## src/rtl/text_sequencer_pkg.sv

```systemverilog
// Shared definitions for the text overlay sequencer.
// State encodings and cell geometry.
package text_sequencer_pkg;

  typedef enum logic [1:0] {
    ST_ENTER = 2'd0,
    ST_HOLD  = 2'd1,
    ST_EXIT  = 2'd2,
    ST_GAP   = 2'd3
  } seq_state_e;

  localparam int CELL_SHIFT  = 3;
  localparam int SCREEN_COLS = 80;
  localparam int TEXT_ROWS   = 10;

endpackage

```

## src/rtl/text_sequencer_cell_map.sv

```systemverilog
// Registered pixel -> cell coordinate mapping.
// One clock of latency; runs every cycle.
module text_sequencer_cell_map
  import text_sequencer_pkg::*;
#(
  parameter int ROW = 38
) (
  input  logic       clk,
  input  logic       rst,
  input  logic [9:0] x,
  input  logic [9:0] y,
  input  logic       display_on,
  input  logic [6:0] org_x,
  output logic [6:0] cell_x,
  output logic [5:0] cell_y,
  output logic       pix_valid
);

  localparam logic [5:0] ROW_C = 6'(ROW);

  logic [6:0] cell_x_q, cell_x_d;
  logic [5:0] cell_y_q, cell_y_d;
  logic       pix_valid_q;
  logic       unused_bits;

  assign unused_bits = ^{x[2:0], y[9], y[2:0]};

  // Modulo-128 wrap pushes pixels left of the origin past MSG_COLS
  always_comb begin
    cell_x_d = x[9:CELL_SHIFT] - org_x;
    cell_y_d = y[8:CELL_SHIFT] - ROW_C;
  end

  always_ff @(posedge clk) begin
    if (rst) begin
      cell_x_q    <= '0;
      cell_y_q    <= '0;
      pix_valid_q <= 1'b0;
    end else begin
      cell_x_q    <= cell_x_d;
      cell_y_q    <= cell_y_d;
      pix_valid_q <= display_on;
    end
  end

  assign cell_x    = cell_x_q;
  assign cell_y    = cell_y_q;
  assign pix_valid = pix_valid_q;

endmodule

```

## src/rtl/text_sequencer.sv

```systemverilog
// Frame-rate text overlay sequencer: slide in, hold,
// blink, slide out, gap, next message.
module text_sequencer
  import text_sequencer_pkg::*;
#(
  parameter int NUM_MSG      = 4,
  parameter int START_COL    = 80,
  parameter int TARGET_COL   = 11,
  parameter int ROW          = 38,
  parameter int MSG_COLS     = 61,
  parameter int STEP_FRAMES  = 2,
  parameter int HOLD_FRAMES  = 180,
  parameter int BLINK_FRAMES = 30,
  parameter int GAP_FRAMES   = 30
) (
  input  logic               clk,
  input  logic               rst,
  input  logic               enable,
  input  logic               frame_tick,
  input  logic [9:0]         x,
  input  logic [9:0]         y,
  input  logic               display_on,
  input  logic [NUM_MSG-1:0] text_hit,
  output logic [6:0]         cell_x,
  output logic [5:0]         cell_y,
  output logic               overlay_active,
  output logic [1:0]         msg_sel,
  output logic               msg_done
);

  localparam logic [6:0] START_C  = 7'(START_COL);
  localparam logic [6:0] TARGET_C = 7'(TARGET_COL);
  localparam logic [6:0] COLS_C   = 7'(MSG_COLS);
  localparam logic [5:0] ROWS_C   = 6'(TEXT_ROWS);
  localparam logic [7:0] STEP_LST = 8'(STEP_FRAMES - 1);
  localparam logic [7:0] HOLD_LST = 8'(HOLD_FRAMES - 1);
  localparam logic [7:0] GAP_LST  = 8'(GAP_FRAMES - 1);
  localparam logic [7:0] BLINK_ST = 8'(HOLD_FRAMES - BLINK_FRAMES);
  localparam logic [1:0] MSG_LST  = 2'(NUM_MSG - 1);

  seq_state_e state_q, state_d;
  logic [6:0] org_q, org_d;
  logic [7:0] step_q, step_d;
  logic [7:0] frame_q, frame_d;
  logic [1:0] msg_q, msg_d;
  logic       done_q, done_d;
  logic [6:0] org_dn, org_up;
  logic       show;
  logic       hit_sel;
  logic       pix_valid;

  text_sequencer_cell_map #(
    .ROW(ROW)
  ) u_map (
    .clk        (clk),
    .rst        (rst),
    .x          (x),
    .y          (y),
    .display_on (display_on),
    .org_x      (org_q),
    .cell_x     (cell_x),
    .cell_y     (cell_y),
    .pix_valid  (pix_valid)
  );

  assign org_dn = org_q - 7'd1;
  assign org_up = org_q + 7'd1;

  // Counters only move on an enabled frame tick, so org never tears
  always_comb begin
    state_d = state_q;
    org_d   = org_q;
    step_d  = step_q;
    frame_d = frame_q;
    msg_d   = msg_q;
    done_d  = 1'b0;
    if (frame_tick && enable) begin
      unique case (state_q)
        ST_ENTER: begin
          if (step_q == STEP_LST) begin
            step_d = '0;
            org_d  = org_dn;
            if (org_dn == TARGET_C) begin
              state_d = ST_HOLD;
              frame_d = '0;
            end
          end else begin
            step_d = step_q + 8'd1;
          end
        end
        ST_HOLD: begin
          if (frame_q == HOLD_LST) begin
            state_d = ST_EXIT;
            step_d  = '0;
          end else begin
            frame_d = frame_q + 8'd1;
          end
        end
        ST_EXIT: begin
          if (step_q == STEP_LST) begin
            step_d = '0;
            org_d  = org_up;
            if (org_up == START_C) begin
              state_d = ST_GAP;
              frame_d = '0;
              done_d  = 1'b1;
            end
          end else begin
            step_d = step_q + 8'd1;
          end
        end
        ST_GAP: begin
          if (frame_q == GAP_LST) begin
            state_d = ST_ENTER;
            step_d  = '0;
            msg_d   = (msg_q == MSG_LST) ? 2'd0 : msg_q + 2'd1;
          end else begin
            frame_d = frame_q + 8'd1;
          end
        end
      endcase
    end
  end

  always_ff @(posedge clk) begin
    if (rst) begin
      state_q <= ST_ENTER;
      org_q   <= START_C;
      step_q  <= '0;
      frame_q <= '0;
      msg_q   <= '0;
      done_q  <= 1'b0;
    end else begin
      state_q <= state_d;
      org_q   <= org_d;
      step_q  <= step_d;
      frame_q <= frame_d;
      msg_q   <= msg_d;
      done_q  <= done_d;
    end
  end

  always_comb begin
    show = 1'b0;
    unique case (state_q)
      ST_ENTER: show = 1'b1;
      ST_EXIT:  show = 1'b1;
      ST_HOLD:  show = !((frame_q >= BLINK_ST) && frame_q[3]);
      ST_GAP:   show = 1'b0;
    endcase
  end

  always_comb begin
    hit_sel = 1'b0;
    for (int i = 0; i < NUM_MSG; i++) begin
      if (msg_q == 2'(i)) hit_sel = text_hit[i];
    end
  end

  assign overlay_active = pix_valid & show & (cell_x < COLS_C)
                        & (cell_y < ROWS_C) & hit_sel;
  assign msg_sel  = msg_q;
  assign msg_done = done_q;

endmodule
```

## config.mk

```make
export PLATFORM = sky130hd
export DESIGN_NAME = text_sequencer
export DESIGN_NICKNAME = d
export VERILOG_FILES = /design/src/rtl/text_sequencer_pkg.sv /design/src/rtl/text_sequencer_cell_map.sv /design/src/rtl/text_sequencer.sv
export SDC_FILE = /design/constraint.sdc
export NUM_CORES = 1
export LEC_CHECK = 0
export ABC_CLOCK_PERIOD_IN_PS = 1990
export BUFFER_PORTS_ARGS = -buffer_cell sky130_fd_sc_hd__buf_2
export CORE_ASPECT_RATIO = 1.1
export CORE_UTILIZATION = 50
export CTS_CLUSTER_SIZE = 8
export DETAILED_ROUTE_END_ITERATION = 8
export GPL_TIMING_DRIVEN = 0
export MAX_ROUTING_LAYER = met4
export PLACE_DENSITY = 0.76
export RECOVER_POWER = 25
export SYNTH_ARGS = -nofsm -noshare
export SYNTH_HDL_FRONTEND = slang
export SYNTH_SLANG_ARGS = --single-unit
```

## constraint.sdc

```tcl
create_clock -name clk -period 1.99 [get_ports clk]
set_input_delay 0.2985 -clock clk [delete_from_list [all_inputs] [get_ports clk]]
set_output_delay 0.2985 -clock clk [all_outputs]
set_load 0.005 [all_outputs]
```

==> metrics.md, run 1 <==
| Metric | Value |
|---|---|
| Status | finished, violations left |
| Failing checks | setup timing |
| Routed vias | 2372 |
| CP cell instances | ha_4 > and4b_1 > a31oi_1 > a211o_1 > a211oi_4 > mux2i_1 > nor2_1 |
| CP startpoint kind | register |
| Reg2Reg Setup Slack | -50 ps |
| Clock Skew | 5.90 ps |
| Initial antenna violation count | 0 |
| Starting density of the core | 0.529 |
| Fill cells | 365 |
| Tmin final | 2040 ps |
| Post-route setup TNS | -249 ps |
| Total CTS buffers | 5 |
| Seq/Total Area, Yosys | 0.337 |
| Syn avg cell area | 8.52 um^2 |
| RSZ-0062 raised after global routing | true |
| Grt total ovfl | 0 |
| CTS root buf | clkbuf_8 |
| Cell Area, Synth | 2500 um^2 |
| Placed cell count | 387 |
| Most common cell after layout, fill and taps aside | buf_2 |
| Final Non-Filler Cells | 417 |
| Drt total wl | 6.25 mm |
| Clk pwr share | 0.421 |
| First-pass GRT wire length | 9.59 mm |
| Core Area | 4720 um^2 |
| Power share of the combinational group | 0.127 |
| Cell count after synthesis | 293 |
| Crit path from | frame_q[0]$_SDFFE_PP0P_ |
| Critical path class | register to register |
| CP endpoint kind | register |
| Worst vdd ir | 0.433 mV |
| Final worst path period share | 1.03 |
| Global Route Usage Sum | 0.232 |
| Reg clk slew, reported paths | 90 ps |
| Asr flop ratio synth | 0 |
| #FFs+latches synth | 42 |
| Final worst setup slack | -54.1 ps |
| Largest net degree at the start of global routing | 15 |
| Layout area overhead | 34.8% |
| Worst skew pair latency | 300 ps |
| Post-route antenna net violation count | 0 |
| Slew HR | 0.571 |
| # DRC | 0 |
| Max Cap Viol | 0 |
| P_int | 1.49 mW |
| Crit path DAT | 2210 ps |
| Most frequent cells in the layout | 38 x buf_2, 37 x nor2_1, 30 x dfxtp_1, 20 x buf_4, 18 x nand2_1 |
| Final Core Density | 0.714 |
| Final setup viols | 8 |
| Drt wl/cell | 15.0 um |
| Lkg Pwr | 1.36 nW |
| Max Fclk | 489 MHz |
| Clock sink total | 42 |
| Die area | 5280 um^2 |
| Worst-path maximum fanout | 4 |
| Slowest cell delay on critical path | 390 ps |
| Worst path required time | 2160 ps |
| Sw frac | 0.240 |
| DRT iter0 DRCs | 215 |
| YS warnings | 0 |
| EDFF count, synth | 0 |
| Row count | 26 |
| FF-to-FF Start | frame_q[0]$_SDFFE_PP0P_ |
| TritonRoute pass-1 iters | 4 |
| GPL Wtd Cong | 0.882 |
| Num ports | 46 |
| Antenna diode count | 0 |
| Critical Path End | state_q[1]$_SDFFE_PP0P_ |
| Die height | 76.1 um |
| Highest-delay cell along the critical path | dfxtp_4 |
| Final Hold Vio Count | 0 |
| Sw Pwr | 0.470 mW |
| Reg2reg path depth | 7 |
| Via/cell ratio | 5.69 |
| HP Class | input pin to register |
| Hold Path Stages | 2 |
| R2R Path End | state_q[1]$_SDFFE_PP0P_ |
| Worst Max-Slew Pin Slew | 642 ps |
| Slew Limit Fails | 0 |
| Longest Clk Path Bufs | 2 |
| Pwr Total | 1.96 mW |
| Final HPWL DP | 3.95 mm |
| Htree depth | 2 |
| PwrDens | 583 nW/um^2 |
| Mapped Nets | 345 |
| Final nets | 412 |
| Register area | 868 um^2 |
| Die width | 69.4 um |
| Share of layout cells above drive strength 1 | 0.371 |
| Most common flop cell mapped by yosys | dfxtp_1 |
| I/O Buffers | 38 |
| Synth unique cells | 58 |
| Area occupied by multi-input gates | 1790 um^2 |
| Number of global-route vias before repair | 2089 |
| Flop pwr share | 0.452 |
| CTS tree | built |
## final cells by class
class	instances	share of cell area
Clock inverter	3	0.0204
Sequential cell	42	0.258
Timing Repair Buffer	60	0.109
Clock buffer	5	0.0204
Inverter	21	0.0249
Tap cell	56	0.0208
Buffer	8	0.0138
Multi-Input combinational cell	222	0.533
## worst min-delay path by stage
| stage | startpoint | to | slack, ps |
|---|---|---|---|
| 2_1_floorplan | y[4] | u_map.cell_y[1]$_SDFF_PP0_ | 370 |
| 3_3_place_gp | y[4] | u_map.cell_y[1]$_SDFF_PP0_ | 500 |
| 3_5_place_dp | y[4] | u_map.cell_y[1]$_SDFF_PP0_ | 510 |
| 4_1_cts | y[4] | u_map.cell_y[1]$_SDFF_PP0_ | 180 |
| 5_1_grt | y[4] | u_map.cell_y[1]$_SDFF_PP0_ | 200 |
| 6_report | y[4] | u_map.cell_y[1]$_SDFF_PP0_ | 180 |
## cells in the mapped netlist, types with 4 or more instances
master	number	area, um^2
a21oi_1	16	80.1
and3_1	4	25.0
clkbuf_1	5	18.8
dfxtp_1	42	841
ha_1	22	275
inv_1	20	75.1
mux2i_1	5	50.1
nand2_1	20	75.1
nand2b_1	4	25.0
nand3_1	8	40.0
nand4_1	7	43.8
nor2_1	38	143
nor2b_1	7	43.8
nor3_1	11	55.1
nor4b_1	4	35.0
o21ai_0	9	45.0
xnor2_1	8	70.1
xor2_1	9	78.8
## through the flow
step / area (um^2) / hold slack [ps] / setup WS (ps)
finish: 3370 / 183 / -54.1
floorplan: 2520 / 371 / 17.5
CTS: 3110 / 178 / -11.2
global route: 3370 / 201 / -141
detailed placement: 2780 / 505 / -306
global placement: 2780 / 498 / -257
## state kept, by name (all words and copies together) (netlist names)
name	flops
msg_sel	2
step_q	8
u_map.cell_y	6
state_q	2
u_map.pix_valid	1
org_q	7
u_map.cell_x	7
msg_done	1
frame_q	8
## metal layers
metal,GRT usage,part of all wire
met1,0.277,0.42
met2,0.383,0.50
met3,0.0463,0.055
met4,0.0898,0.023
met5,-,0
## power groups by stage
stage	Sequential (mW)	Clock [mW]	Combinational, mW
after floorplan	0.909	0	0.122
after global placement	0.907	0	0.197
after detailed placement	0.909	0	0.200
after CTS	0.885	0.838	0.215
after global routing	0.891	0.873	0.276
final	0.886	0.826	0.249
## worst max-delay path, delay by kind of cell (launching register included)
| kind | cells | cell delay, ps |
|---|---|---|
| fa+ha+maj | 1 | 150 |
| simple gates | 2 | 330 |
| mux | 1 | 230 |
| flops | 1 | 390 |
| compound gates | 3 | 800 |
## timing repair
item	in CTS	in global routing
resized for setup	27	53
hold buffers	0	0
buffers inserted	14	8
endpoints found under the setup margin	24	27
pin swaps	6	11
## cells by family (layout without fill, tap and decap cells)
family / count (synthesis) / in the layout / share of synthesized area
simple gates: 120 / 120 / 0.253
compound gates: 56 / 56 / 0.164
flops: 42 / 42 / 0.337
buf+inv: 29 / 97 / 0.0446
fa+ha+maj: 23 / 23 / 0.118
xor+xnor: 17 / 17 / 0.0596
mux: 6 / 6 / 0.0245
(Power assumes the default switching activity.)
==> inputs of run 2 (changes only) <==
--- a/config.mk
+++ b/config.mk
@@ -5,16 +5,20 @@
 export SDC_FILE = /design/constraint.sdc
 export NUM_CORES = 1
 export LEC_CHECK = 0
+export ABC_AREA = 1
 export ABC_CLOCK_PERIOD_IN_PS = 1990
 export BUFFER_PORTS_ARGS = -buffer_cell sky130_fd_sc_hd__buf_2
+export CELL_PAD_IN_SITES_DETAIL_PLACEMENT = 0
+export CELL_PAD_IN_SITES_GLOBAL_PLACEMENT = 1
 export CORE_ASPECT_RATIO = 1.1
-export CORE_UTILIZATION = 50
+export CORE_UTILIZATION = 36
 export CTS_CLUSTER_SIZE = 8
 export DETAILED_ROUTE_END_ITERATION = 8
 export GPL_TIMING_DRIVEN = 0
 export MAX_ROUTING_LAYER = met4
-export PLACE_DENSITY = 0.76
+export PLACE_DENSITY_LB_ADDON = 0.1
 export RECOVER_POWER = 25
+export SLEW_MARGIN = 20
 export SYNTH_ARGS = -nofsm -noshare
 export SYNTH_HDL_FRONTEND = slang
 export SYNTH_SLANG_ARGS = --single-unit
==> run 2 against run 1 <==
Effect of this change: the run now ends clean; highest routed layer unchanged; clock-buffer cell count unchanged; register-to-register slack better by 210 ps; global-route usage fell by 5.2 points; critical path type is now register to output port.
==> metrics.md, run 2 <==
| Metric | Value |
|---|---|
| Status | completed |
| Drt total wl | 6.49 mm (+3.7%) |
| CTS root buf | clkbuf_8 |
| Synth unique cells | 37 (-36%) |
| CP endpoint kind | output port |
| Hold Path Stages | 3 (+1) |
| Final setup viols | 0 (-8) |
| Longest Clk Path Bufs | 2 (unchanged) |
| Max Used Layer | met4 |
| Final nets | 486 (+18%) |
| I/O Buffers | 38 (unchanged) |
| Final worst setup slack | 121 ps (+175 ps) |
| Asr flop ratio synth | 0 (unchanged) |
| Worst-path maximum fanout | 5 (+1) |
| Mapped Nets | 434 (+26%) |
| Die height | 91.8 um (+21%) |
| Largest area contributor in the netlist | dfxtp_1 |
| Htree depth | 2 (unchanged) |
| Share of layout cells above drive strength 1 | 0.205 (-0.167) |
| Antenna diode count | 0 (unchanged) |
| Row count | 32 (+23%) |
| #FFs+latches synth | 42 (unchanged) |
| Area occupied by multi-input gates | 1650 um^2 (-7.9%) |
| Min Hold Slack | 207 ps (+23.9 ps) |
| Final Hold Vio Count | 0 (unchanged) |
| Lkg Pwr | 1.44 nW (+6.2%) |
| Core Area | 7050 um^2 (+49%) |
| Slowest cell delay on critical path | 370 ps (-20 ps) |
| Mux share of post-synthesis cell area | 0 (-0.0245) |
| Post-Place Worst Slack | -92.6 ps (+214 ps) |
| Layout area overhead | 22.5% |
| Reg2reg path depth | 11 (+4) |
| HP Class | input pin to register |
| GPL Wtd Cong | 0.832 (-5.6%) |
| DRT iter0 DRCs | 81 (-62%) |
| Reg2Reg Setup Slack | 160 ps (+210 ps) |
| FF-to-FF Start | org_q[0]$_SDFFE_PP0P_ |
| Tmin final | 1870 ps (-175 ps) |
| Min-delay src | y[3] |
| Max Cap Viol | 0 (unchanged) |
| Critical path's top delay family | flip-flops |
| CTS tree | built |
| Synth area leaders | dfxtp_1 32%, ha_1 10%, nor2_1 9.7%, nand2_1 8.4%, inv_1 7.7% |
| Most common flop cell mapped by yosys | dfxtp_1 |
| Post-synth top cells | 68 x nor2_1, 59 x nand2_1, 54 x inv_1 |
| Largest net degree at the start of global routing | 15 (unchanged) |
| Met3 WL | 224 um (-34%) |
| CP bufs+invs | 3 (+3) |
| Grt total ovfl | 0 (unchanged) |
| # DRC | 0 (unchanged) |
| PwrDens | 594 nW/um^2 (+2.0%) |
| Final worst path period share | 0.939 (-0.0879) |
| Initial antenna violation count | 0 (unchanged) |
| Clock sink total | 42 (unchanged) |
| Global Route Usage Sum | 0.180 (-0.0522) |
| Hold endpoint | u_map.cell_y[0]$_SDFF_PP0_ |
| Simple-Gate Fraction of Synth Area | 0.326 (+0.0734) |
| Top Registers | frame_q: 8 flops, step_q: 8 flops |
| Fill cells | 769 (+110%) |
| Worst skew pair latency | 300 ps (about the same) |
| Worst vdd ir | 0.339 mV (-22%) |
| Pwr Total | 1.92 mW (-1.9%) |
| Syn avg cell area | 6.91 um^2 (-19%) |
| Share of the synthesized area in the top cell type | 0.318 (-0.0183) |
| Routed vias | 2537 (+7.0%) |
| Total CTS buffers | 5 (unchanged) |
| CP cell instances | inv_1 > ha_2 > nor2_4 > inv_2 > nand2_1 > o2111a_1 > buf_2 |
| Wire length on met2 | 2.95 mm (-6.6%) |
| Most common cell in the netlist | nor2_1 |
| Critical path class | register to output port |
| Num ports | 46 (unchanged) |
| Reg clk slew, reported paths | 90 ps (about the same) |
| CP startpoint kind | register |
| Most common cell after layout, fill and taps aside | nor2_1 |
| Highest-delay cell along the critical path | dfxtp_2 |
| Number of global-route vias before repair | 2316 (+11%) |
| Die width | 83.7 um (+21%) |
| Xor-xnor portion of the synthesized cell area | 0.0166 (-0.0430) |
| Synth Area in Adders | 0.112 (-0.00644) |
| Wire length on met1 | 3.29 mm (+26%) |
| Seq/Total Area, Yosys | 0.318 (-0.0183) |
| Drt wl/cell | 12.5 um (-17%) |
| Max Fclk | 535 MHz (+9.4%) |
| Slew HR | 0.595 (+0.0241) |
| TritonRoute pass-1 iters | 4 (unchanged) |
| Cell Area, Synth | 2640 um^2 (+5.8%) |
| R2R Path End | frame_q[7]$_SDFFE_PP0P_ |
| Cell count after synthesis | 382 (+30%) |
| YS warnings | 0 (unchanged) |
| Placed Area | 2940 um^2 (+5.8%) |
| Final HPWL DP | 4.89 mm (+24%) |
| Starting density of the core | 0.375 (-0.155) |
| Worst path required time | 1690 ps (-470 ps) |
| Clock Skew | 7.14 ps (+1.24 ps) |
| Combinational family with the most area after synthesis | simple AND/OR/NAND/NOR gates |
| Finished Cell Area | 3240 um^2 (-3.9%) |
| First-pass GRT wire length | 10.8 mm (+13%) |
| Die area | 7680 um^2 (+45%) |
| Crit path DAT | 1570 ps (-640 ps) |
| Worst Max-Slew Pin Slew | 608 ps (-33.8 ps) |
| Via/cell ratio | 4.88 (-14%) |
| Slew Limit Fails | 0 (unchanged) |
| Most frequent cells in the layout | 64 x nor2_1, 58 x nand2_1, 48 x inv_1, 36 x dfxtp_1, 35 x buf_2 |
| EDFF count, synth | 0 (unchanged) |
| Post-route antenna net violation count | 0 (unchanged) |
| RSZ-0062 raised after global routing | false |
| Compound-gate portion of the synthesized area | 0.136 (-0.0274) |
| Register area | 853 um^2 (-1.7%) |
[run 2: cell count changes after synthesis, sizes merged, moves of 9 or more]
cell   delta
nand3     +9
a21oi    +13
inv      +35
nor2     +33
nand2    +40
o21ai    +13
[run 2: kinds of logic after synthesis]
logic type	count (synthesis)
and+or+nand+nor	188
buffers and inverters	60
xor gates and xnor gates	5
AOI/OAI and AO/OA	64
adders and majority gates	23
DFF	42
[run 2: how the worst max path moves through the flow]
| stage | startpoint | end | slack [ps] | cells past startpoint |
|---|---|---|---|---|
| floorplan | org_q[0]$_SDFFE_PP0P_ | frame_q[2]$_SDFFE_PP0P_ | 280 | 11 |
| global placement | org_q[0]$_SDFFE_PP0P_ | frame_q[7]$_SDFFE_PP0P_ | -120 | 11 |
| detailed placement | org_q[0]$_SDFFE_PP0P_ | frame_q[7]$_SDFFE_PP0P_ | -90 | 11 |
| CTS | org_q[1]$_SDFFE_PP0P_ | frame_q[0]$_SDFFE_PP0P_ | 10 | 12 |
| global route | org_q[0]$_SDFFE_PP0P_ | frame_q[5]$_SDFFE_PP0P_ | 10 | 12 |
| finish | state_q[1]$_SDFFE_PP0P_ | overlay_active | 120 | 7 |
[run 2: worst register-to-register path, delay by kind of cell, from the launching register on]
| kind | cells | cell delay [ps] |
|---|---|---|
| AO/OA/AOI/OAI | 2 | 330 |
| flip-flops | 1 | 380 |
| adder cells (fa/ha/maj) | 1 | 150 |
| buffers and inverters | 2 | 120 |
| AND/OR/NAND/NOR | 6 | 710 |
[run 2: repair_timing]
action	CTS	global route
pin swaps	3	7
endpoints found under the setup margin	19	19
gates resized for setup	12	27
endpoints found under the hold margin	0	0
hold buffers	0	0
buffers inserted	2	4
cloned	1	0
[run 2: final cells by class]
type,instances,area share
multi-input combinational,281,0.510
clock inverter,3,0.0213
buffer,5,0.0104
sequential,42,0.264
inverter,55,0.0661
timing repair buffer,44,0.0739
tap,85,0.0329
clock buffer,5,0.0213
[run 2: per-stage QoR]
step | instances | TNS [ps] | util
2_1_floorplan | 382 | 0 | -
3_3_place_gp | 505 | -1420 | 0.417
3_5_place_dp | 505 | -1230 | 0.417
4_1_cts | 516 | 0 | 0.444
5_1_grt | 520 | 0 | 0.459
6_report | 520 | 0 | 0.459
[run 2: power by group]
| group | switching (mW) | leakage (nW) | internal, mW |
|---|---|---|---|
| Clock | 0.322 | 0.0683 | 0.503 |
| Combinational | 0.122 | 1.03 | 0.0898 |
| Sequential | 0.0196 | 0.347 | 0.867 |
[run 2: per-layer routing]
| layer | vias to the layer above | track usage |
|---|---|---|
| met5 | - | - |
| met4 | 0 | 0.0565 |
| met3 | 3 | 0.0315 |
| met2 | 46 | 0.285 |
| met1 | 1120 | 0.233 |
| li1 | 1368 | - |
==> inputs of run 3 (changes only) <==
--- a/config.mk
+++ b/config.mk
@@ -10,7 +10,6 @@
 export BUFFER_PORTS_ARGS = -buffer_cell sky130_fd_sc_hd__buf_2
 export CELL_PAD_IN_SITES_DETAIL_PLACEMENT = 0
 export CELL_PAD_IN_SITES_GLOBAL_PLACEMENT = 1
-export CORE_ASPECT_RATIO = 1.1
 export CORE_UTILIZATION = 36
 export CTS_CLUSTER_SIZE = 8
 export DETAILED_ROUTE_END_ITERATION = 8
==> run 3 against run 2 <==
Effect of this change: cell count grew 1.7%; first-iteration DRC count rose by 22%; total power down 12%; sequential cell count unchanged; global-route usage is 0.31 points lower; worst hold slack worse by 22 ps; critical path depth stayed put; largest power group unchanged.
==> metrics.md, run 3 (synthesized netlist as in run 2, its figures left out) <==
| Metric | Value |
|---|---|
| CTS tree | built |
| Worst Max-Slew Pin Slew | 637 ps (+29.1 ps) |
| Area occupied by multi-input gates | 1650 um^2 (-0.23%) |
| Clock sink total | 42 (unchanged) |
| Most common cell after layout, fill and taps aside | nor2_1 |
| Post-cts hold buffer count | 0 (unchanged) |
| Worst skew pair latency | 300 ps (about the same) |
| Share of layout cells above drive strength 1 | 0.187 (-0.0175) |
| TritonRoute pass-1 iters | 4 (unchanged) |
| HP Class | input pin to register |
| Layout area overhead | 20.2% |
| Initial antenna violation count | 0 (unchanged) |
| Drt total wl | 6.25 mm (-3.6%) |
| Longest Clk Path Bufs | 2 (unchanged) |
| Highest-delay cell along the critical path | dfxtp_2 |
| PwrDens | 530 nW/um^2 (-11%) |
| Routed vias | 2485 (-2.0%) |
| CP cell instances | inv_1 > ha_2 > nor2_4 > inv_2 > nand2_1 > o2111a_1 > buf_2 |
| Num ports | 46 (unchanged) |
| RSZ-0062 raised after global routing | false |
| Top Registers | frame_q: 8 flops, step_q: 8 flops |
| Global Route Usage Sum | 0.176 (-0.00313) |
| Register area | 848 um^2 (-0.59%) |
| Max Cap Viol | 0 (unchanged) |
| Finished Cell Area | 3180 um^2 (-1.9%) |
| Drt wl/cell | 11.8 um (-5.2%) |
| DRT iter0 DRCs | 99 (+22%) |
| Post-route antenna net violation count | 0 (unchanged) |
| CP startpoint kind | register |
| Reg2Reg Setup Slack | 140 ps (-20 ps) |
| Via/cell ratio | 4.70 (-3.7%) |
| Placed Area | 2950 um^2 (+0.47%) |
| Slew HR | 0.575 (-0.0194) |
| Hold Path Stages | 3 (unchanged) |
| Most frequent cells in the layout | 65 x nor2_1, 57 x nand2_1, 51 x inv_1, 38 x dfxtp_1, 35 x buf_2 |
| Final worst path period share | 0.931 (-0.00800) |
| Core Area | 6940 um^2 (-1.5%) |
| Grt total ovfl | 0 (unchanged) |
| Die height | 87.7 um (-4.6%) |
| Worst-path maximum fanout | 5 (unchanged) |
| Antenna diode count | 0 (unchanged) |
| Tmin final | 1850 ps (-15.9 ps) |
| I/O Buffers | 38 (unchanged) |
| CP bufs+invs | 3 (unchanged) |
| Critical path's top delay family | flip-flops |
| Critical path class | register to output port |
| Final Non-Filler Cells | 529 (+1.7%) |
| Starting density of the core | 0.380 (+0.00554) |
| Max Fclk | 540 MHz (+0.86%) |
| Pwr Total | 1.68 mW (-12%) |
| Die width | 87.7 um (+4.8%) |
| Placed cell count | 516 (+2.2%) |
| Die area | 7680 um^2 (about the same) |
| Row count | 30 (-6.3%) |
| Total CTS buffers | 5 (unchanged) |
| Final nets | 484 (-0.41%) |
| Fill cells | 735 (-4.4%) |
| Slew Limit Fails | 0 (unchanged) |
| Final setup viols | 0 (unchanged) |
| Lkg Pwr | 1.40 nW (-2.7%) |
| Htree depth | 2 (unchanged) |
| Slowest cell delay on critical path | 360 ps (about the same) |
| R2R Path End | frame_q[7]$_SDFFE_PP0P_ |
| CTS root buf | clkbuf_8 |
| Number of global-route vias before repair | 2164 (-6.6%) |
| Worst vdd ir | 0.328 mV (-3.2%) |
| FF-to-FF Start | org_q[0]$_SDFFE_PP0P_ |
| Min-delay src | y[3] |
| Final HPWL DP | 4.73 mm (-3.3%) |
| Reg2reg path depth | 11 (unchanged) |
| First-pass GRT wire length | 10.1 mm (-6.3%) |
| Status | completed |
| Clock Skew | 5.48 ps (-1.66 ps) |
| Worst path required time | 1690 ps (about the same) |
| GPL Wtd Cong | 0.815 (-2.0%) |
| Largest net degree at the start of global routing | 16 (+1) |
| Reg clk slew, reported paths | 90 ps (about the same) |
| Crit path DAT | 1550 ps (-20 ps) |
| CP endpoint kind | output port |
| # DRC | 0 (unchanged) |
| Final Hold Vio Count | 0 (unchanged) |
| Hold endpoint | u_map.cell_y[0]$_SDFF_PP0_ |
[run 3: cell types whose count changed in the layout (fill, tap and decap cells not counted), sizes merged]
| cell | change |
|---|---|
| bufinv | -2 |
| buf | -2 |
| clkinvlp | +2 |
| clkinv | -1 |
| inv | +1 |
[run 3: layer usage]
layer	up-vias	wire length [um]	GRT usage	share of wire
met4	0	27	0.0507	0.0043
met3	2	239	0.0302	0.038
met5	-	0	-	0
met1	1085	3390	0.252	0.54
met2	40	2590	0.253	0.41
li1	1358	-	-	-
[run 3: worst max-delay path by stage]
stage,slack (ps),from,end,depth (start not counted)
after floorplan,280,org_q[0]$_SDFFE_PP0P_,frame_q[2]$_SDFFE_PP0P_,11
after global placement,-50,org_q[0]$_SDFFE_PP0P_,frame_q[7]$_SDFFE_PP0P_,11
after detailed placement,-60,frame_q[0]$_SDFFE_PP0P_,step_q[7]$_SDFFE_PP0P_,10
after CTS,2,frame_q[0]$_SDFFE_PP0P_,step_q[5]$_SDFFE_PP0P_,10
after global routing,3,msg_sel[0]$_SDFFE_PP0P_,overlay_active,8
final,140,state_q[1]$_SDFFE_PP0P_,overlay_active,7
[run 3: where the power goes]
part	switching, mW	internal, mW	total (mW)
sequential	0.0179	0.868	0.886
clock	0.339	0.251	0.590
combinational	0.120	0.0876	0.208
[run 3: repair_timing]
action                     4_1_cts  5_1_grt
gates cloned                     1        0
buffers inserted                 2        2
pin swaps                        3        5
setup endpoints to repair       19       19
resized for setup                8       21
[run 3: worst min-delay path, delay by kind of cell]
family,cells,cell delay [ps]
buf+inv,2,100
simple gates,1,60
[run 3: stage by stage]
stage	utilization	TNS, ps	hold slack (ps)	worst slack (ps)
2_1_floorplan	-	0	371	280
3_3_place_gp	0.425	-643	471	-47.9
3_5_place_dp	0.425	-847	487	-65.0
4_1_cts	0.445	0	170	1.69
5_1_grt	0.457	0	180	2.87
6_report	0.457	0	185	137
[run 3: final cells by class]
| class | instances | area share |
|---|---|---|
| sequential | 42 | 0.267 |
| multi-input combinational | 281 | 0.519 |
| tap | 96 | 0.0378 |
| clock buffer | 5 | 0.0217 |
| buffer | 5 | 0.0106 |
| timing repair buffer | 42 | 0.0705 |
| inverter | 55 | 0.0658 |
| clock inverter | 3 | 0.00749 |
